==> src/rtl/scoreboard_issue.sv <==
// In-order issue/retire scoreboard: allocates entries at the tail, marks them done
// on completion, retires them from the head, and drives one registered write per cycle.
module scoreboard_issue #(
  parameter  int SCRBRD_SIZE  = 32,
  parameter  int PC_WIDTH     = 32,
  parameter  int OPCODE_WIDTH = 5,
  localparam int IDX_W        = $clog2(SCRBRD_SIZE),
  localparam int CNT_W        = IDX_W + 1
) (
  input  logic                    clk,
  input  logic                    rst,
  input  logic                    issue_vld,
  output logic                    issue_rdy,
  input  logic [PC_WIDTH-1:0]     issue_pc,
  input  logic [OPCODE_WIDTH-1:0] issue_opcode,
  output logic [IDX_W-1:0]        issue_idx,
  input  logic                    cmpl_vld,
  output logic                    cmpl_rdy,
  input  logic [IDX_W-1:0]        cmpl_idx,
  input  logic                    flush,
  output logic [IDX_W-1:0]        out_idx,
  output logic                    out_pc_vld,
  output logic [PC_WIDTH-1:0]     out_pc,
  output logic                    out_opcode_vld,
  output logic [OPCODE_WIDTH-1:0] out_opcode,
  output logic                    out_completed_vld,
  output logic                    out_invalidate_vld,
  output logic [CNT_W-1:0]        count,
  output logic                    full,
  output logic                    empty,
  output logic                    cmpl_err
);

  typedef enum logic {S_IDLE, S_FLUSH} state_t;

  state_t             state, state_nxt;
  logic [IDX_W-1:0]   head, tail;
  logic [SCRBRD_SIZE-1:0] done;

  logic             idle, flush_take, retire, pop;
  logic             cmpl_take, cmpl_live, issue_take;
  logic [IDX_W-1:0] cmpl_off;

  // Decision logic for this cycle: flush > retire > completion > issue.
  assign idle       = (state == S_IDLE);
  assign full       = (count == CNT_W'(SCRBRD_SIZE));
  assign empty      = (count == '0);
  assign issue_idx  = tail;
  assign flush_take = idle && flush && !empty;
  assign retire     = idle && !flush_take && !empty && done[head];
  assign pop        = retire || (state == S_FLUSH);

  assign cmpl_rdy   = idle && !retire && !flush_take;
  assign cmpl_take  = cmpl_vld && cmpl_rdy;
  // Live entries occupy [head, head+count) modulo the ring size.
  assign cmpl_off   = cmpl_idx - head;
  assign cmpl_live  = ({1'b0, cmpl_off} < count);

  assign issue_rdy  = idle && !full && !retire && !cmpl_take && !flush_take;
  assign issue_take = issue_vld && issue_rdy;

  // NOTE: every always_comb output gets a default first so no path leaves it unassigned (no latch).
  always_comb begin
    state_nxt = state;
    case (state)
      S_IDLE:  if (flush_take) state_nxt = S_FLUSH;
      S_FLUSH: if (count == CNT_W'(1)) state_nxt = S_IDLE;
      default: state_nxt = S_IDLE;
    endcase
  end

  // NOTE: sequential state uses non-blocking assignments so all flops sample pre-edge values.
  always_ff @(posedge clk or negedge rst) begin
    if (!rst) state <= S_IDLE;
    else      state <= state_nxt;
  end

  // NOTE: the done bits are control state, not storage, so they are reset along with the pointers.
  always_ff @(posedge clk or negedge rst) begin
    if (!rst) begin
      head               <= '0;
      tail               <= '0;
      count              <= '0;
      done               <= '0;
      out_idx            <= '0;
      out_pc_vld         <= 1'b0;
      out_pc             <= '0;
      out_opcode_vld     <= 1'b0;
      out_opcode         <= '0;
      out_completed_vld  <= 1'b0;
      out_invalidate_vld <= 1'b0;
      cmpl_err           <= 1'b0;
    end else begin
      out_pc_vld         <= 1'b0;
      out_opcode_vld     <= 1'b0;
      out_completed_vld  <= 1'b0;
      out_invalidate_vld <= 1'b0;
      cmpl_err           <= 1'b0;

      if (pop) begin
        out_invalidate_vld <= 1'b1;
        out_idx            <= head;
        done[head]         <= 1'b0;
        head               <= head + 1'b1;
        count              <= count - 1'b1;
      end else if (cmpl_take) begin
        if (cmpl_live) begin
          done[cmpl_idx]    <= 1'b1;
          out_completed_vld <= 1'b1;
          out_idx           <= cmpl_idx;
        end else begin
          cmpl_err <= 1'b1;
        end
      end else if (issue_take) begin
        out_pc_vld     <= 1'b1;
        out_opcode_vld <= 1'b1;
        out_idx        <= tail;
        out_pc         <= issue_pc;
        out_opcode     <= issue_opcode;
        done[tail]     <= 1'b0;
        tail           <= tail + 1'b1;
        count          <= count + 1'b1;
      end
    end
  end

endmodule

==> config.mk <==
export PLATFORM = sky130hd
export DESIGN_NAME = scoreboard_issue
export DESIGN_NICKNAME = d
export VERILOG_FILES = /design/src/rtl/scoreboard_issue.sv
export SDC_FILE = /design/constraint.sdc
export NUM_CORES = 1
export LEC_CHECK = 0
export BUFFER_PORTS_ARGS = -buffer_cell sky130_fd_sc_hd__buf_2
export CORE_MARGIN = 10
export CORE_UTILIZATION = 55
export DETAILED_ROUTE_END_ITERATION = 12
export PLACE_DENSITY = 0.84
export SLEW_MARGIN = 20
export SYNTH_ARGS = -nofsm -noshare
export SYNTH_HDL_FRONTEND = slang
export SYNTH_SLANG_ARGS = --single-unit
export TNS_END_PERCENT = 10
==> constraint.sdc <==
create_clock -name clk -period 4.7 [get_ports clk]
set_clock_uncertainty 0.2 [all_clocks]
set_input_delay 1.175 -clock clk [delete_from_list [all_inputs] [get_ports clk]]
set_output_delay 1.175 -clock clk [all_outputs]
set_load 0.02 [all_outputs]
[After elaboration in Yosys (flattened, before gate mapping)]
Cells that the tools add are included.
Word-level totals
  register bits after elaboration: 95
  bits of input ports: 47
  output and inout port bits: 62
  word-level logic and storage cells: 96
Operators by class
  add/sub/neg operators: 5
  magnitude comparators: 7
  equal/unequal tests: 4
  muxes and demuxes: 32
  bitwise logic cells: 8
  reductions and logical operators: 28
Operator list (count)
  $mux W32: 4
  $and A32 B32 Y32: 2
  $not A32 Y32: 2
  $or A32 B32 Y32: 1
  $mux W5: 4
  $lt A5 B6 Y1 const B: 3
  $mux W6: 3
  $logic_and A1 B1 Y1: 16
  $mux W1: 16
  $demux W1 S5: 3
  $ge A5 B1 Y1 const B: 3
  $add A5 B1 Y5 const B: 2
  $add A6 B1 Y6 const B: 1
  $eq A6 B1 Y1 const B: 1
  $eq A6 B6 Y1 const B: 1
  $logic_not A6 Y1: 1
  $lt A5 B6 Y1: 1
  $sub A6 B1 Y6 const B: 1
  $bmux W1 S5: 1
  $logic_not A1 Y1: 5
  $sub A5 B5 Y5: 1
  $reduce_and A2 Y1: 2
  $ne A3 B2 Y1 const B: 1
  $not A1 Y1: 3
  other kinds (6): 6

[Longest topological paths before layout]
  word-level depth: 18
  depth in mapped cells: 15
  depth with buffers taken out: 15

[Worst setup path before layout]
Ideal clock, no wire load.
  kind: input port to flip-flop
  start point: in cmpl_idx[0]
  end point: reg done[31]
  setup time: 0.090 ns
  data arrival time: 3.913 ns
  required time: 4.410 ns
  setup slack: 0.496 ns
  cell stages on the path: 14
  buffers on the path: 0
  path through: clkinv_1 > ha_1 > inv_1 > fa_1 > a21o_1 > a21oi_1 > xnor2_1 > ha_1 > and3b_1 > a21oi_1 > a21oi_1 > nor2_1 > nand3_1 > o221ai_1
Between the ends
  word-level cells in the longest chain between the ends: 8
  elaborated cells between the ends (all ways): 13
  classes of those cells: add/sub (1); order compare (3); eq/ne (1); mux (5); bitwise (1); reduce/logical (2)
Ends and longest elaborated chain
  from (decl): RTL line 19  | input logic [IDX_W-1:0] cmpl_idx,
  $lt A5 B6 Y1 (implied by the code) / $ge A5 B1 Y1 (equally long branches): RTL line 108  | done[cmpl_idx] <= 1'b1;
  $logic_and A1 B1 Y1 (implied by the code): RTL line 108
  $mux W1 (implied by the code): RTL line 108
  $demux W1 S5: RTL line 108
  $or A32 B32 Y32 (no line)
  $mux W32: RTL line 107  | if (cmpl_live) begin
  $mux W32: RTL line 106  | end else if (cmpl_take) begin
  $mux W32: RTL line 100  | if (pop) begin
  to (signal, indexed assignment): RTL line 103  | done[head] <= 1'b0;
  to (signal, indexed assignment): RTL line 108
  to (signal, indexed assignment): RTL line 120  | done[tail] <= 1'b0;
  to (decl): RTL line 38  | logic [SCRBRD_SIZE-1:0] done;
Parallel ways exist; a longest one is shown, timed or not. The select of a mux whose other input is x is not followed.
A chain may end at the register's enable or synchronous reset.

[Final worst setup path]
  start point: reg head[1]
  end point: out issue_rdy
Between the ends
  word-level cells in the longest chain between the ends: 10
  elaborated cells between the ends (all ways): 11
  classes of those cells: mux (2); reduce/logical (9)
Ends and longest elaborated chain
  from (decl): RTL line 37  | logic [IDX_W-1:0] head, tail;
  from (signal assigned): RTL line 104  | head <= head + 1'b1;
  $bmux W1 S5 (*): RTL line 50  | assign retire = idle && !flush_take && !empty && done[head];
  $mux W1 (implied by the code) (*): RTL line 50
  $logic_and A1 B1 Y1 (*): RTL line 50
  $logic_not A1 Y1 (*): RTL line 53, 59
  $logic_and A1 B1 Y1 (2 in a row): RTL line 53  | assign cmpl_rdy = idle && !retire && !flush_take;
  $logic_and A1 B1 Y1: RTL line 54  | assign cmpl_take = cmpl_vld && cmpl_rdy;
  $logic_not A1 Y1: RTL line 59  | assign issue_rdy = idle && !full && !retire && !cmpl_take && !flush_take;
  $logic_and A1 B1 Y1 (*) (2 in a row): RTL line 59
  to (decl): RTL line 13  | output logic issue_rdy,
Every way passes the cells marked *; elsewhere a longest branch is shown, timed or not. The select of a mux whose other input is x is not followed.

==> out/results.ini <==
[run_status]
status=completed

[floorplanning]
start_util_pct=56.20
core_sq_mm=0.009153
pin_count=109
die_area_sq_mm=0.01362
die_w_um=116.7
die_h_um=116.7
rows=35

[sta]
tns_ps=0
slew_violations=0
post-route-min-period_ps=4454
max_slew.worst_pin.slew_ps=778.0
finalHoldViolCount=0
finalCritPeriodShare_pct=94.77
finalSetupViolations=0
fmax_mhz=224.5
maxSlewHeadroom_pct=48.02
rsz0062_at_grt=no

[final_layout]
fillers=711
num-nets-final=652
instances_no_fill=701
num_antenna_cells=0
finalCoreUtilization_pct=65.25
synthToLayoutAreaGrowth_pct=16.10
drive_gt1_share_pct=32.37

[clocking]
ctsLongestPathBuffers=2
clkLatencyLatePin_ps=380
clk_pin_slew_worst_paths_ps=110
cts_tree=done
hold_buffers=0
h-tree-depth=3
numCtsBuffers=9
ctsResizeCount=0
post_cts_buffers=0
cts_root_buffer=clkbuf_8
cts_sinks=95

[synth]
synth_cells=481
synthFlopType=dfrtp_1
synth_edf_count=0
netlist-cell-type-count=64
syn_area_sq_mm=0.005144
synth_warnings=0
synth.avg_cell_area_sq_um=10.69
synth_async_sr_flop_share_pct=100.0
syn-num-nets=548
ys_ff_latch=95
synth_seq_area_share_pct=46.22

[drt]
dr.pass1.iters=6
viasPerCell=6.310
drt-initial-drc-count=499
drc_errors=0
route.vias.total=4423
post_drt_wl_per_cell_um=21.53
drt-total-wl_mm=15.09
ant_nets=0

[setup_path]
crit_fanout=13
path_class=flip-flop to primary output
start_kind=flip-flop
worstPathRequired_ps=3320
crit_path_end_kind=primary output
cp_data_arrival_time_ps=3080

[power_and_ir_drop]
p_leak_uw=0.002911
worst_ir_drop_vdd_uv=339.2
powerDensity_mw_per_mm2=556.6

[min_path]
min_path_type=flip-flop to flip-flop

[place]
gp_congestion=1.011
portBuffers=108
hpwl_mm=11.39
dp.cells=685

[grt]
antenna_found_initial=0
grt_start_max_net_pins=84
grt-ovfl-total=0
grt_pass1_wl_mm=24.41
grt_pass1_vias=4627
grt.total_usage_pct=23.05

[job]
maxCapViolCount=0

[metal layers]
layer / share of wire [%] / vias to the layer above / routed length, um / GRT usage, %
met2: 45 / 268 / 6864 / 35.77
met4: 3.1 / 0 / 466 / 9.390
met5: 0 / - / 0 / 0
met3: 14 / 57 / 2059 / 9.296
li1: - / 1956 / - / -
met1: 38 / 2142 / 5702 / 27.97
[state kept, by name, indices dropped and copies added (netlist names)]
name	flops
done	32
out_pc	32
count	6
head	5
issue_idx	5
out_idx	5
out_opcode	5
cmpl_err	1
out_completed_vld	1
out_invalidate_vld	1
out_opcode_vld	1
state	1
[metrics by stage]
| stage | hold WS (ps) | setup WS, ps | cell area [sq um] | total power [uW] |
|---|---|---|---|---|
| after CTS | 308.7 | 231.1 | 5968 | 3318 |
| after detailed placement | 284.4 | 485.0 | 5763 | 2763 |
| after global placement | 272.9 | 548.3 | 5763 | 2695 |
| after floorplan | 256.2 | 496.3 | 5144 | 2225 |
| final | 307.3 | 245.7 | 5972 | 3324 |
| after global routing | 329.3 | 15.81 | 5972 | 3518 |
[cells in the mapped netlist (all sizes together), types with 5 or more instances]
master | n | area [sq um]
nor2 | 36 | 150.1
nor3 | 14 | 70.07
dfrtp | 95 | 2377
a21o | 6 | 45.04
ha | 19 | 237.7
buf | 16 | 111.4
o221ai | 5 | 43.79
nand3b | 6 | 45.04
nand2 | 26 | 105.1
o22ai | 12 | 75.07
o211ai | 10 | 75.07
clkbuf | 11 | 41.29
mux2 | 37 | 416.7
o21ai | 29 | 145.1
inv | 25 | 93.84
nand3 | 23 | 120.1
xnor2 | 15 | 131.4
a21oi | 8 | 40.04
mux2i | 13 | 130.1
[area by class of cell]
class / count / area, sq um / area share [%]
tap: 111 / 138.9 / 2.326
sequential: 95 / 2377 / 39.81
clock buffer: 9 / 123.9 / 2.074
timing repair buffer: 120 / 636.9 / 10.66
clock inverter: 7 / 81.33 / 1.362
inverter: 26 / 97.59 / 1.634
multi-input combinational: 333 / 2516 / 42.13
[logic make-up after synthesis]
kind of cell             after synthesis  synth area share (%)
buffers and inverters                 53                 4.865
flip-flops                            95                 46.22
multiplexers                          54                 12.38
adder cells (fa/ha/maj)               20                 5.011
XOR/XNOR                              17                 2.895
AND/OR/NAND/NOR                      141                 14.59
AO/OA/AOI/OAI                        101                 14.04
[worst paths after layout]
kind / from / to / slack [ps] / cells after the start
worst min register to register: done[9]$_DFFE_PN0P_ / done[9]$_DFFE_PN0P_ / 310 / 1
worst max register to register: head[1]$_DFFE_PN0N_ / out_pc[24]$_DFFE_PN0P_ / 850 / 9
min in group asynchronous: rst / out_completed_vld$_DFF_PN0_ / 610 / 1
max in group asynchronous: rst / done[23]$_DFFE_PN0P_ / 2920 / 2
worst max-delay path: head[1]$_DFFE_PN0N_ / issue_rdy / 250 / 7
worst min-delay path: done[9]$_DFFE_PN0P_ / done[9]$_DFFE_PN0P_ / 310 / 1
[report_power, final]
group          total, uW  internal [uW]  switching [uW]
Sequential          1230           1010             222
Combinational       1530            595             939
Clock                559            214             346
[critical path: stages (launching register included)]
cell,delay (ps)
dfrtp_1,670
mux4_2,560
or3_1,320
a21oi_1,300
o41a_4,340
inv_2,60
nor4_1,240
buf_2,210
[cell usage in the layout, fill, tap and decap left out, types with 3 or more instances in the layout]
cell / synthesis / routed
a41oi_1: 4 / 4
nand2_1: 25 / 25
o21ai_0: 25 / 25
inv_1: 24 / 24
mux4_2: 4 / 4
nand3_1: 22 / 22
o21ai_1: 4 / 4
dfrtp_1: 95 / 95
a31oi_1: 4 / 4
buf_4: 8 / 12
o31a_1: 3 / 3
a211oi_1: 4 / 4
a21oi_1: 8 / 8
o221ai_1: 5 / 5
xnor2_1: 15 / 15
nor2b_1: 4 / 4
o211ai_1: 10 / 10
clkbuf_8: 0 / 9
nand3b_1: 6 / 6
nand4_1: 4 / 4
nor4_1: 4 / 4
o22ai_1: 12 / 12
nor3_1: 14 / 14
nor3b_1: 4 / 4
a21o_1: 6 / 6
nor2_1: 34 / 34
mux2_2: 37 / 37
buf_2: 5 / 107
and3_1: 4 / 4
ha_1: 19 / 19
mux2i_1: 13 / 13
a32oi_1: 3 / 3
Note: power is estimated with default switching activity, not from simulation.
